**config.mk**
```make
export PLATFORM = sky130hd
export DESIGN_NAME = imm_ext_unit
export DESIGN_NICKNAME = d
export VERILOG_FILES = /design/src/rtl/cpu_ext_pkg.sv /design/src/rtl/imm_ext_fifo.sv /design/src/rtl/imm_ext_unit.sv
export SDC_FILE = /design/constraint.sdc
export NUM_CORES = 1
export LEC_CHECK = 0
export BUFFER_PORTS_ARGS = -buffer_cell sky130_fd_sc_hd__buf_2
export CORE_ASPECT_RATIO = 0.7
export CORE_MARGIN = 3
export CORE_UTILIZATION = 39
export CTS_BUF_LIST = sky130_fd_sc_hd__clkbuf_4 sky130_fd_sc_hd__clkbuf_8
export CTS_CLUSTER_SIZE = 40
export DETAILED_ROUTE_END_ITERATION = 6
export PLACE_DENSITY = 0.57
export SLEW_MARGIN = 40
export SYNTH_ARGS = -nofsm -noshare
export SYNTH_HDL_FRONTEND = slang
export SYNTH_SLANG_ARGS = --single-unit
```
**constraint.sdc**
```tcl
create_clock -name clk -period 5.7 [get_ports clk]
set_input_delay 0.855 -clock clk [delete_from_list [all_inputs] [get_ports clk]]
set_output_delay 0.855 -clock clk [all_outputs]
set_load 0.05 [all_outputs]
```
**src/rtl/cpu_ext_pkg.sv**
```systemverilog
// Shared immediate-extension op codes and the pure extension function used by
// decode, branch, jump and the immediate-generation unit.
package cpu_ext_pkg;

   localparam int EXT_DATA_W  = 32;
   localparam int EXT_IMM_W   = 16;
   localparam int EXT_TGT_W   = 26;
   localparam int EXT_PC_HI_W = EXT_DATA_W - EXT_TGT_W - 2;

   typedef enum logic [2:0] {
      EXTOP_UNSIGNED = 3'b000,
      EXTOP_SIGNED   = 3'b001,
      EXTOP_INST     = 3'b010,
      EXTOP_LUI      = 3'b011,
      EXTOP_BRANCH   = 3'b100,
      EXTOP_JUMP     = 3'b101,
      EXTOP_ILL_A    = 3'b110,
      EXTOP_ILL_B    = 3'b111
   } ext_op_e;

   typedef logic [EXT_DATA_W:0] ext_res_t;

   // Returns {err, result}; illegal ops produce a zero result with err set.
   function automatic ext_res_t ext_imm(
      input logic [2:0]             op,
      input logic [EXT_TGT_W-1:0]   field,
      input logic [EXT_PC_HI_W-1:0] pc_hi
   );
      logic [EXT_IMM_W-1:0]  s;
      logic [EXT_DATA_W-1:0] sext;
      logic [EXT_DATA_W-1:0] res;
      logic                  err;
      s    = field[EXT_IMM_W-1:0];
      sext = {{(EXT_DATA_W-EXT_IMM_W){s[EXT_IMM_W-1]}}, s};
      res  = '0;
      err  = 1'b0;
      case (op)
         EXTOP_UNSIGNED: res = {{(EXT_DATA_W-EXT_IMM_W){1'b0}}, s};
         EXTOP_SIGNED:   res = sext;
         EXTOP_INST:     res = '0;
         EXTOP_LUI:      res = {s, {(EXT_DATA_W-EXT_IMM_W){1'b0}}};
         EXTOP_BRANCH:   res = {sext[EXT_DATA_W-3:0], 2'b00};
         EXTOP_JUMP:     res = {pc_hi, field, 2'b00};
         default: begin
            res = '0;
            err = 1'b1;
         end
      endcase
      return {err, res};
   endfunction

endpackage

```
**src/rtl/imm_ext_fifo.sv**
```systemverilog
// Synchronous FIFO with occupancy count; pushes into a full queue are dropped
// even when a pop happens in the same cycle. Empty head reads as zero.
module imm_ext_fifo #(
   parameter int WIDTH = 33,
   parameter int DEPTH = 2
) (
   input  logic                     clk,
   input  logic                     rst_n,
   input  logic                     push,
   input  logic [WIDTH-1:0]         din,
   input  logic                     pop,
   output logic [WIDTH-1:0]         dout,
   output logic [$clog2(DEPTH):0]   count,
   output logic                     full,
   output logic                     empty
);

   localparam int AW = $clog2(DEPTH);
   localparam logic [AW:0] FULL_CNT = (AW+1)'(DEPTH);

   logic [WIDTH-1:0] mem [DEPTH];
   logic [AW-1:0]    wr_ptr;
   logic [AW-1:0]    rd_ptr;
   logic [AW:0]      cnt;
   logic             do_push;
   logic             do_pop;

   assign full    = (cnt == FULL_CNT);
   assign empty   = (cnt == '0);
   assign do_push = push & ~full;
   assign do_pop  = pop & ~empty;
   assign count   = cnt;
   assign dout    = empty ? '0 : mem[rd_ptr];

   // Storage carries no reset; validity is tracked by cnt alone.
   always_ff @(posedge clk) begin
      if (do_push) begin
         mem[wr_ptr] <= din;
      end
   end

   always_ff @(posedge clk) begin
      if (!rst_n) begin
         wr_ptr <= '0;
         rd_ptr <= '0;
         cnt    <= '0;
      end else begin
         if (do_push) begin
            wr_ptr <= wr_ptr + 1'b1;
         end
         if (do_pop) begin
            rd_ptr <= rd_ptr + 1'b1;
         end
         case ({do_push, do_pop})
            2'b10:   cnt <= cnt + 1'b1;
            2'b01:   cnt <= cnt - 1'b1;
            default: cnt <= cnt;
         endcase
      end
   end

endmodule

```
**src/rtl/imm_ext_unit.sv**
```systemverilog
// Registered immediate generator: extends the instruction immediate per ext_op
// and queues {err, imm} results so decode can run ahead of execute.
module imm_ext_unit
   import cpu_ext_pkg::*;
#(
   parameter int DATA_W = EXT_DATA_W,
   parameter int IMM_W  = EXT_IMM_W,
   parameter int TGT_W  = EXT_TGT_W,
   parameter int DEPTH  = 2
) (
   input  logic                       clk,
   input  logic                       rst_n,
   input  logic                       in_valid,
   output logic                       in_ready,
   input  logic [TGT_W-1:0]           imm_field,
   input  logic [DATA_W-TGT_W-3:0]    pc_hi,
   input  logic [2:0]                 ext_op,
   output logic                       out_valid,
   input  logic                       out_ready,
   output logic [DATA_W-1:0]          imm_out,
   output logic                       op_err,
   output logic [$clog2(DEPTH):0]     q_count
);

   // The extension function is sized by the shared package widths.
   ext_res_t          ext_res;
   logic [DATA_W:0]   head;
   logic              full;
   logic              empty;
   logic              accept;
   logic              pop;

   assign ext_res   = ext_imm(ext_op, imm_field, pc_hi);
   assign in_ready  = rst_n & ~full;
   assign accept    = in_valid & in_ready;
   assign out_valid = ~empty;
   assign pop       = out_valid & out_ready;

   imm_ext_fifo #(
      .WIDTH (DATA_W + 1),
      .DEPTH (DEPTH)
   ) u_fifo (
      .clk   (clk),
      .rst_n (rst_n),
      .push  (accept),
      .din   (ext_res),
      .pop   (pop),
      .dout  (head),
      .count (q_count),
      .full  (full),
      .empty (empty)
   );

   assign op_err  = head[DATA_W];
   assign imm_out = head[DATA_W-1:0];

endmodule

```
==> results.toml <==
[status]
status = "completed"

[timing]
slew_headroom_pct = 60.58
holdWs_ns = 0.5621
setup_ws_ns = 3.180
fmax_ghz = 0.3968
rsz0062_at_grt = "no"
worst_slew_pin_slew_ns = 0.5914
fin_worst_skew_ns = 0.007747
min_period_ns = 2.520
fin_setup_tns_ns = 0
period_share_pct = 44.21
finalHoldViolations = 0
slew_viol_final = 0
setup_viol = 0

[cells_and_area]
seq_area_mm2 = 0.002086
antenna_cells = 0
drive_gt1_share_pct = 28.08
nFillCells = 754
nNetsFinal = 383
multi_input_area_mm2 = 0.001152
fin_cells = 450
area_growth_pct = 19.42

[placed_design]
globalplace.congestion = 0.8392
dp_hpwl_um = 4716
dp_slack_ns = 3.163
numPortBuffers = 73
dpl.cell_count = 435

[logic_synthesis]
yosys.area_share.simple_pct = 14.95
synthCells = 275
synth_xor_area_share_pct = 0.7889
syn_area_mm2 = 0.003331
synth.avg_cell_area_um2 = 12.11
synth_top_family_by_area = "simple AND/OR/NAND/NOR gates"
synth_mux_area_share_pct = 14.12
synth_compound_area_share_pct = 3.982
ys_ff_latch = 71
synth_adder_area_share_pct = 0.3757
yosys_warnings = 0
ys_types = 30
ys_seq_area_share_pct = 62.51
synth.net_count = 313

[route]
dr.first_iter.drc_count = 100
via_count = 2210
detail-route-antenna-nets = 0
wl_um = 6857
drt-wirelength-per-cell_um = 15.24
routed_via_density = 4.911
drt_pass1_iterations = 4
drc = 0

[clock_network]
root_buffer = "clkbuf_8"
cts-buffers-inserted = 9
post_cts_buffers = 0
insertion_delay_ns = 0.34
clk_path_buf_depth = 2
cts_max_level = 3
cts_sinks = 71
ctsResizeCount = 0
cts_hold_buf = 0
clk_pin_slew_worst_paths_ns = 0.07
cts_tree = "built"

[critical_path]
r2r_setup_slack_ns = 3.97
startpoint_type = "register"
cp.arrival_ns = 1.66
crit_path_end_kind = "output port"
regToRegStartpoint = "u_fifo.count[0]"
critPathSlowestCell = "dfxtp_4"
critPathTopFamily = "flip-flops"
path_cells = "mux2i_1 -> nor2_1 -> buf_2"
worstRegToRegCells = 5
crit_type = "register to output port"
crit_end = "imm_out[13]"
crit_cells = 3
r2r-end = "u_fifo.count[1]"
crit_fanout = 33
cpPeakStageDelay_ns = 0.73
required_ns = 4.85
worst-path-buf-inv = 1

[power_and_ir_drop]
ir_worst_vdd_mv = 0.2369
p_int_mw = 1.074
p_sw_mw = 0.8292
clkPwrFrac_pct = 22.1
combPwrFrac_pct = 41.8
leakagePower_nw = 1.584
pwr-share-seq_pct = 36.1
p_per_area_mw_per_mm2 = 478.6
sw_frac_of_total_pct = 43.56

[global_routing]
grt_util_all_layers_pct = 15.16
antenna_found_initial = 0
grt_pass1_wl_um = 11180
grt_max_degree = 35
grt_pass1_vias = 2200
overflow = 0

[min_path]
hold_class = "register to register"

[job]
drv_cap = 0

[floorplan]
fp-row-count = 27
io_pins = 74
initial_utilization_pct = 41.25
die_w_um = 116.5
die_h_um = 83.32
core-area_mm2 = 0.008074
dieArea_mm2 = 0.009703
-- cells in the mapped netlist --
library cell / n / area share [%]
xnor2_1: 3 / 0.79
a21bo_2: 1 / 0.30
o21ai_1: 2 / 0.30
nand3b_1: 1 / 0.23
nor3b_1: 2 / 0.45
or3_1: 1 / 0.19
a21oi_1: 3 / 0.45
inv_1: 4 / 0.45
ha_1: 1 / 0.38
nand3_1: 13 / 2.0
o21ai_0: 15 / 2.3
clkbuf_2: 1 / 0.15
edfxtp_1: 66 / 60
buf_1: 2 / 0.23
and3_1: 1 / 0.19
clkbuf_1: 1 / 0.11
nand2b_1: 2 / 0.38
buf_4: 5 / 1.1
nor2b_1: 2 / 0.38
and3b_1: 1 / 0.26
nand2_1: 16 / 1.8
nor2_1: 51 / 5.7
mux2i_1: 47 / 14
or2_1: 1 / 0.19
and2_1: 17 / 3.2
buf_2: 8 / 1.2
dfxtp_1: 5 / 3.0
a21boi_1: 1 / 0.23
o21a_1: 1 / 0.23
o211ai_1: 1 / 0.23
-- metal layers --
| layer | share of wire [%] | vias up | global-route usage (%) |
|---|---|---|---|
| li1 | - | 1114 | - |
| met1 | 50 | 1015 | 22.07 |
| met3 | 5.9 | 12 | 4.588 |
| met5 | 0 | - | 0 |
| met4 | 1.5 | 0 | 4.531 |
| met2 | 42 | 69 | 21.70 |
-- cell usage in the layout (no fill, tap or decap) --
| cell | count |
|---|---|
| a21oi_1 | 3 |
| clkbuf_8 | 9 |
| dfxtp_4 | 1 |
| buf_4 | 3 |
| nand2b_1 | 2 |
| edfxtp_1 | 66 |
| xnor2_1 | 3 |
| clkinv_4 | 1 |
| o211ai_1 | 1 |
| nor2_1 | 48 |
| o21ai_0 | 15 |
| buf_2 | 73 |
| a21bo_2 | 1 |
| inv_1 | 4 |
| and2_1 | 17 |
| nor2b_2 | 2 |
| ha_1 | 1 |
| clkinvlp_4 | 1 |
| o21a_1 | 1 |
| nand3b_1 | 1 |
| and3b_1 | 1 |
| dfxtp_1 | 4 |
| nand3_1 | 13 |
| mux2i_1 | 47 |
| and3_1 | 1 |
| nand2_1 | 16 |
| or3_1 | 1 |
| clkinv_2 | 2 |
| nor3b_1 | 2 |
| o21ai_1 | 2 |
| a21boi_1 | 1 |
| or2_1 | 1 |
| bufinv_16 | 2 |
| nor2_2 | 3 |
-- sequential cells by signal (all words and copies together), names as in the netlist, named ones only --
signal / cells
u_fifo.mem: 66
u_fifo.wr_ptr: 1
u_fifo.count: 2
u_fifo.rd_ptr: 1
-- layout make-up --
class	count	share of cell area, %
flip-flops and latches	71	52.44
multi-input cells	183	28.97
repair buffers	76	9.752
well taps	101	3.177
clock buffers	9	3.114
clock inverters	6	2.170
inverters	4	0.3775
-- worst min-delay path by stage --
stage,start,end,slack [ns],cells past startpoint
after floorplan,u_fifo.rd_ptr,register,0.55,2
after global placement,u_fifo.count[1],u_fifo.count[1],0.53,2
after detailed placement,u_fifo.count[1],u_fifo.count[1],0.55,2
after CTS,u_fifo.count[1],u_fifo.count[1],0.56,2
after global routing,u_fifo.count[1],u_fifo.count[1],0.61,2
final,u_fifo.count[1],u_fifo.count[1],0.56,2
-- per-stage QoR --
stage / instance area [um^2] / util (%) / power (mW)
floorplan: 3331 / - / 1.325
global placement: 3760 / 46.57 / 1.507
detailed placement: 3762 / 46.60 / 1.508
CTS: 3973 / 49.20 / 1.929
global route: 3978 / 49.26 / 2.014
finish: 3978 / 49.26 / 1.904
-- tightest hold or removal path, cell delays in order, from the launching register on --
cell,delay [ns]
dfxtp_1,0.36
o21ai_0,0.09
a21boi_1,0.06
-- kinds of logic after synthesis --
family	Yosys count
and+or+nand+nor	108
DFF	71
muxes	47
AOI/OAI and AO/OA	24
buffers and inverters	21
xor gates and xnor gates	3
adders and majority gates	1
-- power by group through the flow --
stage | sequential [mW] | clock [mW] | combinational (mW)
6_report | 0.687 | 0.420 | 0.797
5_1_grt | 0.698 | 0.460 | 0.856
4_1_cts | 0.690 | 0.431 | 0.808
3_5_place_dp | 0.702 | 0 | 0.807
3_3_place_gp | 0.699 | 0 | 0.808
2_1_floorplan | 0.671 | 0 | 0.653
Power figures use the tool's default switching activity.
